==> config.mk <==
export PLATFORM = sky130hd
export DESIGN_NAME = i2c_write_master
export DESIGN_NICKNAME = d
export VERILOG_FILES = /design/src/rtl/i2c_pkg.sv /design/src/rtl/i2c_write_master_quarter_tick.sv /design/src/rtl/i2c_write_master.sv
export SDC_FILE = /design/constraint.sdc
export NUM_CORES = 1
export LEC_CHECK = 0
export BUFFER_PORTS_ARGS = -buffer_cell sky130_fd_sc_hd__buf_4
export CORE_UTILIZATION = 58
export CTS_CLUSTER_SIZE = 30
export DETAILED_ROUTE_END_ITERATION = 8
export GPL_TIMING_DRIVEN = 0
export PLACE_DENSITY = 0.81
export SETUP_SLACK_MARGIN = 0.1
export SLEW_MARGIN = 20
export SYNTH_ARGS = -nofsm -noshare
export SYNTH_HDL_FRONTEND = slang
export SYNTH_SLANG_ARGS = --single-unit
==> constraint.sdc <==
create_clock -name clk -period 3.3 [get_ports clk]
set_clock_uncertainty 0.2 [all_clocks]
set_input_delay 0.66 -clock clk [delete_from_list [all_inputs] [get_ports clk]]
set_output_delay 0.66 -clock clk [all_outputs]
set_load 0.05 [all_outputs]
==> src/rtl/i2c_pkg.sv <==
// Shared types and constants for the byte-level I2C write master.
// Holds the FSM encoding, quarter-phase names and the bus drive decode.
package i2c_pkg;

    typedef enum logic [2:0] {
        IDLE    = 3'd0,
        START_C = 3'd1,
        BIT     = 3'd2,
        ACK     = 3'd3,
        STOP_C  = 3'd4,
        DONE    = 3'd5
    } state_t;

    localparam logic [1:0] Q0 = 2'd0;
    localparam logic [1:0] Q1 = 2'd1;
    localparam logic [1:0] Q2 = 2'd2;
    localparam logic [1:0] Q3 = 2'd3;

    localparam int BYTES_PER_WRITE = 3;
    localparam int BITS_PER_BYTE   = 8;
    localparam int DEFAULT_CLK_DIV = 250;

    // Returns {scl_oe, sda_oe} for a given state/quarter; 1 means pull the line low.
    function automatic logic [1:0] bus_drive(input state_t st, input logic [1:0] q,
                                             input logic tx_bit);
        logic scl_pull;
        logic sda_pull;
        scl_pull = 1'b0;
        sda_pull = 1'b0;
        case (st)
            START_C: begin
                sda_pull = 1'b1;
                scl_pull = (q == Q1);
            end
            BIT, ACK: begin
                scl_pull = (q == Q0) || (q == Q3);
                sda_pull = (st == BIT) ? ~tx_bit : 1'b0;
            end
            STOP_C: begin
                scl_pull = (q == Q0);
                sda_pull = (q == Q0) || (q == Q1);
            end
            default: ;
        endcase
        return {scl_pull, sda_pull};
    endfunction

endpackage

==> src/rtl/i2c_write_master_quarter_tick.sv <==
// Quarter-period divider: one-cycle tick every CLK_DIV cycles while en is high.
// Latency: first tick CLK_DIV cycles after en rises; counter held at 0 while en is low.
module i2c_quarter_tick
    import i2c_pkg::*;
#(
    parameter int unsigned CLK_DIV = DEFAULT_CLK_DIV
) (
    input  logic clk,
    input  logic rst,
    input  logic en,
    output logic tick
);

    logic [15:0] cnt;

    assign tick = en && (cnt == 16'(CLK_DIV - 1));

    always_ff @(posedge clk or posedge rst) begin
        if (rst) begin
            cnt <= 16'd0;
        end else if (!en || tick) begin
            cnt <= 16'd0;
        end else begin
            cnt <= cnt + 16'd1;
        end
    end

endmodule

==> src/rtl/i2c_write_master.sv <==
// Single-register I2C write master (START, 3 bytes, STOP) on open-drain SCL/SDA.
// Latency: done 114*CLK_DIV+1 cycles after accept (shorter on NACK); start ignored while busy.
module i2c_write_master
    import i2c_pkg::*;
#(
    parameter int unsigned CLK_DIV = DEFAULT_CLK_DIV
) (
    input  logic       clk,
    input  logic       rst,
    input  logic       start,
    input  logic [7:0] device_addr,
    input  logic [7:0] reg_addr,
    input  logic [7:0] reg_data,
    output logic       busy,
    output logic       done,
    output logic       ack_err,
    output logic       scl_oe,
    output logic       sda_oe,
    input  logic       sda_i
);

    localparam int SHW = BYTES_PER_WRITE * BITS_PER_BYTE;

    state_t           state, state_nxt;
    logic [1:0]       qtr, qtr_nxt;
    logic [2:0]       bit_cnt, bit_nxt;
    logic [1:0]       byte_cnt, byte_nxt;
    logic [SHW-1:0]   shreg, sh_nxt;
    logic             ack_err_nxt, busy_nxt, done_nxt;
    logic [1:0]       drive_nxt;
    logic             sda_meta, sda_sync;
    logic             tick, tick_en;

    assign tick_en = (state == START_C) || (state == BIT) ||
                     (state == ACK)     || (state == STOP_C);

    i2c_quarter_tick #(.CLK_DIV(CLK_DIV)) u_quarter_tick (
        .clk  (clk),
        .rst  (rst),
        .en   (tick_en),
        .tick (tick)
    );

    always_ff @(posedge clk or posedge rst) begin
        if (rst) begin
            sda_meta <= 1'b1;
            sda_sync <= 1'b1;
        end else begin
            sda_meta <= sda_i;
            sda_sync <= sda_meta;
        end
    end

    always_ff @(posedge clk or posedge rst) begin
        if (rst) begin
            state    <= IDLE;
            qtr      <= Q0;
            bit_cnt  <= 3'd0;
            byte_cnt <= 2'd0;
            shreg    <= '0;
            ack_err  <= 1'b0;
            busy     <= 1'b0;
            done     <= 1'b0;
            scl_oe   <= 1'b0;
            sda_oe   <= 1'b0;
        end else begin
            state    <= state_nxt;
            qtr      <= qtr_nxt;
            bit_cnt  <= bit_nxt;
            byte_cnt <= byte_nxt;
            shreg    <= sh_nxt;
            ack_err  <= ack_err_nxt;
            busy     <= busy_nxt;
            done     <= done_nxt;
            scl_oe   <= drive_nxt[1];
            sda_oe   <= drive_nxt[0];
        end
    end

    // Bus outputs are decoded from the next state so the pins come straight off flops.
    always_comb begin
        state_nxt   = state;
        qtr_nxt     = qtr;
        bit_nxt     = bit_cnt;
        byte_nxt    = byte_cnt;
        sh_nxt      = shreg;
        ack_err_nxt = ack_err;

        case (state)
            IDLE: begin
                if (start) begin
                    sh_nxt      = {device_addr, reg_addr, reg_data};
                    ack_err_nxt = 1'b0;
                    state_nxt   = START_C;
                    qtr_nxt     = Q0;
                    bit_nxt     = 3'd0;
                    byte_nxt    = 2'd0;
                end
            end
            START_C: begin
                if (tick) begin
                    if (qtr == Q1) begin
                        state_nxt = BIT;
                        qtr_nxt   = Q0;
                    end else begin
                        qtr_nxt = qtr + 2'd1;
                    end
                end
            end
            BIT: begin
                if (tick) begin
                    if (qtr == Q3) begin
                        qtr_nxt = Q0;
                        sh_nxt  = {shreg[SHW-2:0], 1'b0};
                        if (bit_cnt == 3'(BITS_PER_BYTE - 1)) begin
                            state_nxt = ACK;
                            bit_nxt   = 3'd0;
                        end else begin
                            bit_nxt = bit_cnt + 3'd1;
                        end
                    end else begin
                        qtr_nxt = qtr + 2'd1;
                    end
                end
            end
            ACK: begin
                if (tick) begin
                    if (qtr == Q2 && sda_sync) begin
                        ack_err_nxt = 1'b1;
                    end
                    if (qtr == Q3) begin
                        qtr_nxt = Q0;
                        // ack_err can only have been set by this slot, so it marks a NACK abort.
                        if (ack_err || byte_cnt == 2'(BYTES_PER_WRITE - 1)) begin
                            state_nxt = STOP_C;
                        end else begin
                            state_nxt = BIT;
                            byte_nxt  = byte_cnt + 2'd1;
                        end
                    end else begin
                        qtr_nxt = qtr + 2'd1;
                    end
                end
            end
            STOP_C: begin
                if (tick) begin
                    if (qtr == Q3) begin
                        state_nxt = DONE;
                        qtr_nxt   = Q0;
                    end else begin
                        qtr_nxt = qtr + 2'd1;
                    end
                end
            end
            DONE: begin
                state_nxt = IDLE;
            end
            default: begin
                state_nxt = IDLE;
            end
        endcase

        busy_nxt  = (state_nxt != IDLE);
        done_nxt  = (state_nxt == DONE);
        drive_nxt = bus_drive(state_nxt, qtr_nxt, sh_nxt[SHW-1]);
    end

endmodule

==> run_results.csv <==
group,metric,value,unit
run_status,status,"finished, final reports clean",
global_routing,grt_pass1_wl,9.39,mm
layout,multi_input_area,1310,um^2
clock_network,h-tree-depth,3,
sta,setup-tns-final,0,ns
die,fp.dieH,72.1,um
power,p_total,1870,uW
yosys,synth_seq_cells,57,
clock_network,cts_buffers,9,
routing,wire_per_inst,14.3,um
routing,drc,0,
yosys,synth.avg_cell_area,9.76,um^2
yosys,synth-main-ff-cell,"dfrtp_1",
place,port_buffers,32,
layout,area_growth,20.2,%
global_routing,grt_max_degree,58,
routing,avgViaCountPerCell,5.61,
place,dp_hpwl,3.98,mm
yosys,synth_fp_nets,330,
yosys,synth_enable_flop_cells,0,
die,core_area,4720,um^2
power,powerDensity,545,nW/um^2
global_routing,grt_overflow,0,
sta,slew_violations,0,
routing,wirelength,5.81,mm
layout,antenna_cells,0,
global_routing,grt_use_total,24.1,%
clock_network,clock-sinks,57,
layout,regArea,1430,um^2
die,initial_utilization,60.3,%
yosys,synth_cell_types,47,
yosys,async_flop_share,100,%
sta,rsz0062_at_grt,"false",
die,num_rows,25,
power,leakage,0.00157,uW
die,dieArea,5200,um^2
critical_path,endpoint_kind,"register",
global_routing,antenna_found_initial,0,
sta,slew_headroom,49.6,%
die,num_io_pins,33,
yosys,netlist_instances,292,
flow_run,max_cap_violations,0,
min_path,hold_path_class,"register to register",
yosys,synth_top_area_share,48.3,%
clock_network,clk_pin_slew_worst_paths,0.07,ns
power,ir_drop,0.422,mV
sta,worst_pin_slew,0.753,ns
place,place_congestion,0.797,
layout,drive_gt1_share,19.1,%
clock_network,ctsHoldBuffers,0,
yosys,yosysTopAreaCell,"dfrtp_1",
clock_network,cts_setup_buffers,0,
die,die_x,72.1,um
layout,nets,373,
clock_network,worstSkewPairLatency,0.34,ns
yosys,yosysSeqAreaShare,50.2,%
yosys,synth_area,2850,um^2
critical_path,arrival,3.03,ns
clock_network,cts_buffer_depth,2,
clock_network,cts_tree,"done",
sta,period_share,91.9,%
critical_path,path_class,"register to register",
routing,antenna_left,0,
sta,hold_violations,0,
routing,vias,2283,
critical_path,worst_ep_required_time,3.29,ns
critical_path,worst_setup_path_start_kind,"register",
clock_network,cts.root.buffer_cell,"clkbuf_8",
sta,fin_crit,3.03,ns
global_routing,grt_pass1_vias,2142,
yosys,synth_area_leaders,"dfrtp_1, nand2_1, a22oi_1",
routing,drt_iter0_drc,110,
layout,nFillCells,360,
yosys,synth_warnings,0,
sta,finalSetupViolCount,0,
sta,fmax,330,MHz
critical_path,worstPathMaxFanout,10,
routing,dr.pass1.iters,5,
layout,fin_util,72.5,%
## final timing paths
path | startpoint | to | slack (ns) | depth (start not counted)
max | u_quarter_tick.cnt[2] | sda_oe | 0.27 | 9
min in group asynchronous | rst | shreg[3] | 0.24 | 2
max in group asynchronous | rst | done | 2.21 | 2
min | sda_meta | sda_sync | 0.15 | 0
max reg2reg | u_quarter_tick.cnt[2] | sda_oe | 0.27 | 9
min reg2reg | sda_meta | sda_sync | 0.15 | 0
## where the power goes
| part | internal (uW) | total (uW) | switching (uW) | leakage (uW) |
|---|---|---|---|---|
| registers | 811 | 894 | 82.5 | 0.000736 |
| logic | 102 | 232 | 130 | 0.000727 |
| clock network | 466 | 740 | 274 | 0.000109 |
## critical path: stages, from the launching register on
cell	delay [ns]
dfrtp_1	0.45
or4b_4	0.59
nor4_4	0.32
clkbuf_4	0.25
o221ai_1	0.13
a21oi_1	0.28
a2111oi_2	0.09
ha_1	0.22
o21ai_0	0.19
o311ai_1	0.16
## flip-flops by register name, summed over array words and instances, names as in the netlist, 2 cells and up
signal	cells
bit_cnt	3
state	3
byte_cnt	2
qtr	2
shreg	24
u_quarter_tick.cnt	16
## final cells by class
cell class,instances,area share [%]
clock buffer,12,4.53
clock inverter,4,2.19
inverter,12,1.39
tap,67,2.45
sequential,57,41.7
buffer,14,2.34
multi-input combinational,209,38.3
timing repair buffer,32,7.02
## routing by layer
metal	global-route usage, %	part of all wire, %	up-vias
met3	8.06	4.2	8
met2	39.3	52	54
li1	-	-	1105
met1	29.7	43	1116
met5	0	0	-
met4	9.37	1.3	0
## repair_timing
action	CTS	global route
cloned	0	0
endpoints found under the hold margin	0	0
gates resized for setup	1	3
setup endpoints to repair	2	2
## logic make-up after synthesis
kind of cell / after synthesis / synth area share, %
compound gates: 56 / 13.8
xor+xnor: 13 / 4.00
fa+ha+maj: 10 / 4.39
buf+inv: 26 / 4.30
flops: 57 / 50.2
mux: 4 / 1.49
simple gates: 126 / 21.8
## Yosys cell counts, types with 3 or more instances
library cell and instances:
nand2_1 61, dfrtp_1 55, a22oi_1 23, nor2_1 22, o21ai_0 13, inv_1 12
ha_1 10, clkbuf_1 8, nand3_1 7, xnor2_1 7, xor2_1 6, a21oi_1 5
and2_1 5, nor3_1 5, buf_6 3, nand4_1 3, nor2b_1 3, o221ai_1 3
## placed cells by master (no fill, tap or decap), types with 5 or more instances in the layout
master / Yosys / routed
nor2_1: 22 / 22
clkbuf_8: 0 / 11
o21ai_0: 13 / 13
nand3_1: 7 / 7
inv_1: 12 / 11
and2_1: 5 / 5
ha_1: 10 / 10
a22oi_1: 23 / 23
buf_4: 0 / 32
nor3_1: 5 / 5
xor2_1: 6 / 6
dfrtp_1: 55 / 55
nand2_1: 61 / 61
a21oi_1: 5 / 5
xnor2_1: 7 / 7
clkbuf_1: 8 / 9
## metrics by stage
step / area, um^2 / setup WS (ns) / std cells / hold slack (ns)
2_1_floorplan: 2850 / 0.550 / 292 / 0.145
3_3_place_gp: 3170 / 0.191 / 391 / 0.147
3_5_place_dp: 3180 / 0.0662 / 391 / 0.148
4_1_cts: 3410 / 0.153 / 407 / 0.156
5_1_grt: 3420 / 0.116 / 407 / 0.161
6_report: 3420 / 0.266 / 407 / 0.155
Power figures use the tool's default switching activity.
